--- src/rtl/shift_loader.sv ---
`default_nettype none
// ----------------------------------------------------------------------------
// shift_loader : serialises a parallel word (or issues a fill) into the
//                downstream parameterised shift register.
// Revision 1.0 : initial release
// ----------------------------------------------------------------------------
module shift_loader #(
  parameter int OUTPUT_LENGTH = 10,
  parameter int CNT_W         = $clog2(OUTPUT_LENGTH + 1)
) (
  input  logic                     clk,
  input  logic                     rst,
  input  logic [OUTPUT_LENGTH-1:0] data_in,
  input  logic                     data_dir,
  input  logic                     data_valid,
  output logic                     data_ready,
  input  logic                     fill_valid,
  input  logic                     fill_bit,
  output logic                     serial_out,
  output logic [1:0]               control_signal,
  output logic                     busy,
  output logic                     done,
  output logic [CNT_W-1:0]         bit_count
);

  typedef enum logic [1:0] {
    ST_IDLE  = 2'd0,
    ST_SHIFT = 2'd1,
    ST_FILL  = 2'd2,
    ST_DONE  = 2'd3
  } state_t;

  localparam logic [1:0]       c_ctl_hold  = 2'b00;
  localparam logic [1:0]       c_ctl_left  = 2'b01;
  localparam logic [1:0]       c_ctl_right = 2'b10;
  localparam logic [1:0]       c_ctl_load  = 2'b11;
  localparam logic [CNT_W-1:0] c_last_idx  = CNT_W'(OUTPUT_LENGTH - 1);

  state_t                   state_q, state_d;
  logic [OUTPUT_LENGTH-1:0] word_q, word_d;
  logic                     dir_q, dir_d;
  logic                     serial_q, serial_d;
  logic [1:0]               ctl_q, ctl_d;
  logic                     done_q, done_d;
  logic [CNT_W-1:0]         cnt_q, cnt_d;
  logic [OUTPUT_LENGTH-1:0] w_shifted;

  // The captured word is consumed from the end being transmitted, so the
  // next bit always sits at a fixed position.
  assign w_shifted = dir_q ? (word_q >> 1) : (word_q << 1);

  always_comb begin
    state_d  = state_q;
    word_d   = word_q;
    dir_d    = dir_q;
    serial_d = 1'b0;
    ctl_d    = c_ctl_hold;
    done_d   = 1'b0;
    cnt_d    = cnt_q;
    case (state_q)
      ST_IDLE: begin
        if (fill_valid) begin
          state_d  = ST_FILL;
          ctl_d    = c_ctl_load;
          serial_d = fill_bit;
        end else if (data_valid) begin
          state_d  = ST_SHIFT;
          word_d   = data_in;
          dir_d    = data_dir;
          cnt_d    = '0;
          ctl_d    = data_dir ? c_ctl_right : c_ctl_left;
          serial_d = data_dir ? data_in[0] : data_in[OUTPUT_LENGTH-1];
        end
      end
      ST_SHIFT: begin
        if (cnt_q == c_last_idx) begin
          state_d = ST_DONE;
          done_d  = 1'b1;
        end else begin
          cnt_d    = cnt_q + CNT_W'(1);
          word_d   = w_shifted;
          ctl_d    = dir_q ? c_ctl_right : c_ctl_left;
          serial_d = dir_q ? w_shifted[0] : w_shifted[OUTPUT_LENGTH-1];
        end
      end
      ST_FILL: begin
        state_d = ST_DONE;
        done_d  = 1'b1;
      end
      ST_DONE: begin
        state_d = ST_IDLE;
      end
      default: begin
        state_d = ST_IDLE;
      end
    endcase
  end

  always_ff @(posedge clk) begin
    if (rst) begin
      state_q  <= ST_IDLE;
      word_q   <= '0;
      dir_q    <= 1'b0;
      serial_q <= 1'b0;
      ctl_q    <= c_ctl_hold;
      done_q   <= 1'b0;
      cnt_q    <= '0;
    end else begin
      state_q  <= state_d;
      word_q   <= word_d;
      dir_q    <= dir_d;
      serial_q <= serial_d;
      ctl_q    <= ctl_d;
      done_q   <= done_d;
      cnt_q    <= cnt_d;
    end
  end

  assign data_ready     = (state_q == ST_IDLE);
  assign busy           = (state_q != ST_IDLE);
  assign serial_out     = serial_q;
  assign control_signal = ctl_q;
  assign done           = done_q;
  assign bit_count      = cnt_q;

endmodule
`default_nettype wire

--- config.mk ---
export PLATFORM = sky130hd
export DESIGN_NAME = shift_loader
export DESIGN_NICKNAME = d
export VERILOG_FILES = /design/src/rtl/shift_loader.sv
export SDC_FILE = /design/constraint.sdc
export NUM_CORES = 1
export LEC_CHECK = 0
export ABC_AREA = 1
export BUFFER_PORTS_ARGS = -buffer_cell sky130_fd_sc_hd__buf_2
export CORE_ASPECT_RATIO = 0.75
export CORE_UTILIZATION = 30
export CTS_BUF_LIST = sky130_fd_sc_hd__clkbuf_8
export CTS_CLUSTER_SIZE = 8
export DETAILED_ROUTE_END_ITERATION = 12
export PLACE_DENSITY_LB_ADDON = 0.3
export SLEW_MARGIN = 20
export SYNTH_ARGS = -nofsm -noshare
export SYNTH_HDL_FRONTEND = slang
export SYNTH_SLANG_ARGS = --single-unit
--- constraint.sdc ---
create_clock -name clk -period 1.5 [get_ports clk]
set_input_delay 0.225 -clock clk [delete_from_list [all_inputs] [get_ports clk]]
set_output_delay 0.225 -clock clk [all_outputs]
set_load 0.02 [all_outputs]
Word-level counts from Yosys, hierarchy flattened
Index checks and enable logic that the tools add are counted.

storage, ports and cells
  register bits after elaboration = 21
  input bits = 16
  output and inout port bits = 10
  word-level logic and storage cells = 51

operators by class
  add/sub/neg operators = 1
  eq/ne operators = 9
  mux-type cells = 27
  bitwise logic cells = 1
  reduce and logical (&&, ||, !) cells = 6

operator list
  cell                   count
  $mux W10               4
  $pmux W10 S2           1
  $mux W2                8
  $mux W4                3
  $ne A2 B2 Y1 const B   4
  $pmux W2 S4            1
  $pmux W4 S2            1
  $mux W1                6
  $add A4 B1 Y4 const B  1
  $eq A2 B2 Y1 const B   2
  $eq A4 B4 Y1 const B   1
  $pmux W1 S2            2
  $pmux W2 S2            1
  $reduce_and A4 Y1      1
  $reduce_bool A2 Y1     2
  $ne A3 B2 Y1 const B   1
  $reduce_and A3 Y1      1
  $eq A2 B1 Y1 const B   1
  $logic_not A2 Y1       1
  $reduce_and A2 Y1      1
  $not A1 Y1             1

Depth between registers and ports, before layout
  depth after elaboration = 4
  gate-level depth with buffers = 11
  mapped depth without buffers = 9

Worst setup path before layout
No wires, ideal clock.

  kind = register to register
  start = reg state_q[0]
  end = reg cnt_q[3], in the netlist bit_count[3]
  setup time = 0.113 ns
  data arrival time = 1.449 ns
  setup slack = -0.062 ns
  cell stages (with the launch flop) = 11
  cells stage by stage = dfxtp_1 > inv_1 > ha_1 > buf_6 > nand2_2 > nand2_2 > nor2_4 > nand2_2 > buf_4 > nor2_1 > nor2_1

between the ends
  cells in the longest elaborated chain, start to end = 3
  elaborated cells between the ends (all ways) = 8
  classes of those cells = eq/ne (4); mux (1); reduce/logical (3)

ends and longest elaborated chain
  what                                                          line  RTL
  start, declared                                               39    state_t state_q, state_d;
  start signal, assigned                                        109   state_q <= state_d;
  $logic_not A2 Y1 (*)                                          n/a
  via data_ready                                                16    output logic data_ready,
  $ne A2 B2 Y1 (no line) or $reduce_bool A2 Y1 (tied branches)  n/a
  $reduce_and A4 Y1 (no line)                                   n/a
  end signal, assigned                                          115   cnt_q <= cnt_d;
  end, declared                                                 45    logic [CNT_W-1:0] cnt_q, cnt_d;

The timed path passes the listed nets; every way through them passes the cells marked *.
A chain may end at the register's enable or synchronous reset.

Final worst setup path
  start = reg state_q[0]
  end = out busy

between the ends
  cells in the longest elaborated chain, start to end = 1

ends and longest elaborated chain
  what                line  RTL
  $reduce_bool A2 Y1  120   assign busy = (state_q != ST_IDLE);
  end, declared       21    output logic busy,

No other way between the ends.

==> impl_results.md <==
* Initial drt markers at 68
* Hold Crit Class: in2reg
* Setup CP Type: reg2out
* Port bufs at 25
* Setup violators final at 0
* Syn_area_per_cell at 6.15 µm²
* Leakage at 0.851 nW
* Crit start category: flip-flop
* Remaining DRCs at 0
* Die area at 0.00462 mm²
* Crit path arrival time at 1.23 ns
* Area grow syn2layout at 23.1%
* Fin. max-slew vios at 0
* Clk pin slew, worst setup/hold paths at roughly 0.08 ns
* Rel. slew slack at between 70 and 80%
* Layout cells sized above 1 at 23.8%
* WL final at around 2900 µm
* Hold Path Origin: rst
* Crit share post-route at 96.8%
* RR Endpoint: word_q[8]$_SDFFE_PP0P_
* H-tree Lvls at 1
* M1 WL at 1590 µm
* Rows at 20
* Placement Setup Slack at 0.0264 ns
* Synth cell types at 21
* Antenna Cells at 0
* Synth Cell Area at 0.00130 mm²
* Fin crit period at 1.45 ns
* Clock Sink Count at 21
* Root buffer cell: clkbuf_8
* Hold Path End: control_signal[0]$_SDFF_PP0_
* Setup slack, reg-to-reg at 0.14 ns
* Core area at 0.00410 mm²
* Hold Worst Slack at 0.160 ns
* Final #Nets at 266
* Skew final at 0.00332 ns
* Met3 WL post-DR at around 170 µm
* Setup TNS at 0 ns
* GP Congestion at 0.740
* Mapped Cells at roughly 210
* Fmax at 689 MHz
* Worst Setup End Kind: output pin
* Remaining Overflow, GRT at 0
* Routed Antenna Nets at 0
* Final Hold Fails at 0
* Worst EP required at 1.27 ns
* Outcome: complete, no violations
* FF-to-FF Start: state_q[1]$_SDFFE_PP0P_
* Peak fanout along the critical path at 5
* R2R depth at 8
* Worst VDD drop at roughly 0.00071 V
* CTS tree: yes
* Maxcap violations at 0
* Setup WS post-layout at 0.0477 ns
* CTS Buffer Depth at 2
* Clk_lat worst skew at 0.26 ns
* Top routing layer in use: met4
* GRT Total Usage at 13.8%
* Flop and latch count out of synthesis at 21
* Register area share after synthesis at 32.2%
* Initial core utilization at 31.8%
* Die height at 59.1 µm
* Yosys warnings at 0
* Largest net degree at the start of global routing at 21
* WL per Instance at 9.74 µm
* DIE WIDTH at a little under 80 µm
* Avg Vias per Cell at between 4 and 5
* CTS buffer count at 3
* PD cells at 1660 mW/mm²
* First-pass GRT wire length at about 5000 µm
* Initial antenna violation count at 0
* Hold depth at 2
* Util after Layout at 39.1%
* Met2 WL at around 1100 µm
* Ports at 26
* Fill cells at about 460
* Drt first pass iters at 4
* Final HPWL from detailed placement at 2200 µm
* Worst Tran Pin Value at 0.333 ns
* Vias in the first global route at 1102
* Syn nets at between 200 and 250
* Routed vias at 1284
==> kinds of logic (layout without fill, tap and decap cells) <==
group                      count (synthesis)  after routing  share of synthesized area (%)
AOI/OAI and AO/OA                         25             25                           10.2
and+or+nand+nor                          116            116                           38.1
DFF                                       21             21                           32.2
buffers and inverters                     45             77                           14.7
adders and majority gates                  5              5                           4.80
==> through the flow <==
| stage | cells | area, µm² | total power (W) |
|---|---|---|---|
| global route | 299 | 1610 | 0.00292 |
| finish | 299 | 1610 | 0.00267 |
| CTS | 298 | 1590 | 0.00264 |
| detailed placement | 294 | 1530 | 0.00221 |
| floorplan | 212 | 1310 | 0.00190 |
| global placement | 294 | 1530 | 0.00220 |
==> synthesized netlist by cell type <==
library cell  instances  share of area [%]
nand2_1              51                 15
nor2_1               39                 11
inv_1                30                8.6
dfxtp_1              21                 32
nand3_1              19                7.3
o21ai_0              12                4.6
inv_2                 6                1.7
ha_1                  5                4.8
o21ai_1               5                1.9
a21oi_1               4                1.5
nand2_2               4                1.9
buf_2                 3                1.2
clkbuf_1              3               0.86
buf_6                 2                1.7
o22ai_1               2               0.96
a211oi_1              1               0.58
buf_4                 1               0.58
nand4_4               1                1.6
nor2_2                1               0.48
nor2_4                1               0.86
o21a_1                1               0.58
==> layout by cell type, fill, tap and decap left out <==
master,n
o21ai_0,12
clkinv_2,1
a211oi_1,1
nor2_4,1
nand2_2,3
nand2_4,1
dfxtp_2,1
nor2_1,39
nor2_2,1
ha_4,1
ha_1,3
o21ai_1,5
nand2_1,51
nand3_1,19
o21a_1,1
buf_2,24
nand4_4,1
dfxtp_1,20
inv_2,7
buf_6,1
ha_2,1
buf_4,12
clkbuf_8,3
a21oi_1,4
inv_1,29
o22ai_1,2
==> worst max-delay path by stage <==
stage                                       start                        end  slack (ns)
after global routing      state_q[0]$_SDFFE_PP0P_                       busy      -0.002
after global placement    state_q[1]$_SDFFE_PP0P_  bit_count[1]$_SDFFE_PP0P_        0.07
after detailed placement  state_q[0]$_SDFFE_PP0P_     word_q[3]$_SDFFE_PP0P_        0.03
after CTS                 state_q[1]$_SDFFE_PP0P_     word_q[4]$_SDFFE_PP0P_        0.01
final                     state_q[0]$_SDFFE_PP0P_                       busy        0.05
after floorplan           state_q[0]$_SDFFE_PP0P_  bit_count[3]$_SDFFE_PP0P_        0.02
==> layout make-up <==
| class | instances | area, µm² | area share (%) |
|---|---|---|---|
| Sequential cell | 21 | 422 | 26.3 |
| Clock inverter | 1 | 5.00 | 0.312 |
| Tap cell | 55 | 68.8 | 4.29 |
| Timing Repair Buffer | 37 | 221 | 13.8 |
| Clock buffer | 3 | 41.3 | 2.57 |
| Multi-Input combinational cell | 146 | 712 | 44.3 |
| Inverter | 36 | 135 | 8.42 |
==> metal layers <==
layer  GRT usage (%)  vias to the layer above
li1                -                      708
met1            20.1                      540
met2            20.3                       32
met3            3.69                        4
met4            2.65                        0
met5               0                        -
==> state kept, by name, summed over array words and instances (netlist names) <==
name and count:
word_q 10, bit_count 4, control_signal 2, state_q 2, dir_q 1, done 1, serial_out 1
==> repair_timing <==
item,CTS,global route
gates cloned,0,0
endpoints found under the setup margin,1,17
hold buffers,0,0
gates resized for setup,3,4
endpoints found under the hold margin,0,0
buffers inserted,0,1
pin swaps,0,1
==> where the power goes <==
group	switching (W)	internal, W
Clock	0.000197	0.000185
Sequential	0.0000849	0.000721
Combinational	0.000895	0.000585
Total	0.00118	0.00149
==> critical path, stage by stage (launching register included) <==
cell	delay, ns
dfxtp_2	0.35
inv_1	0.08
ha_4	0.19
buf_4	0.14
inv_2	0.08
buf_6	0.12
Power figures use the tool's default switching activity.
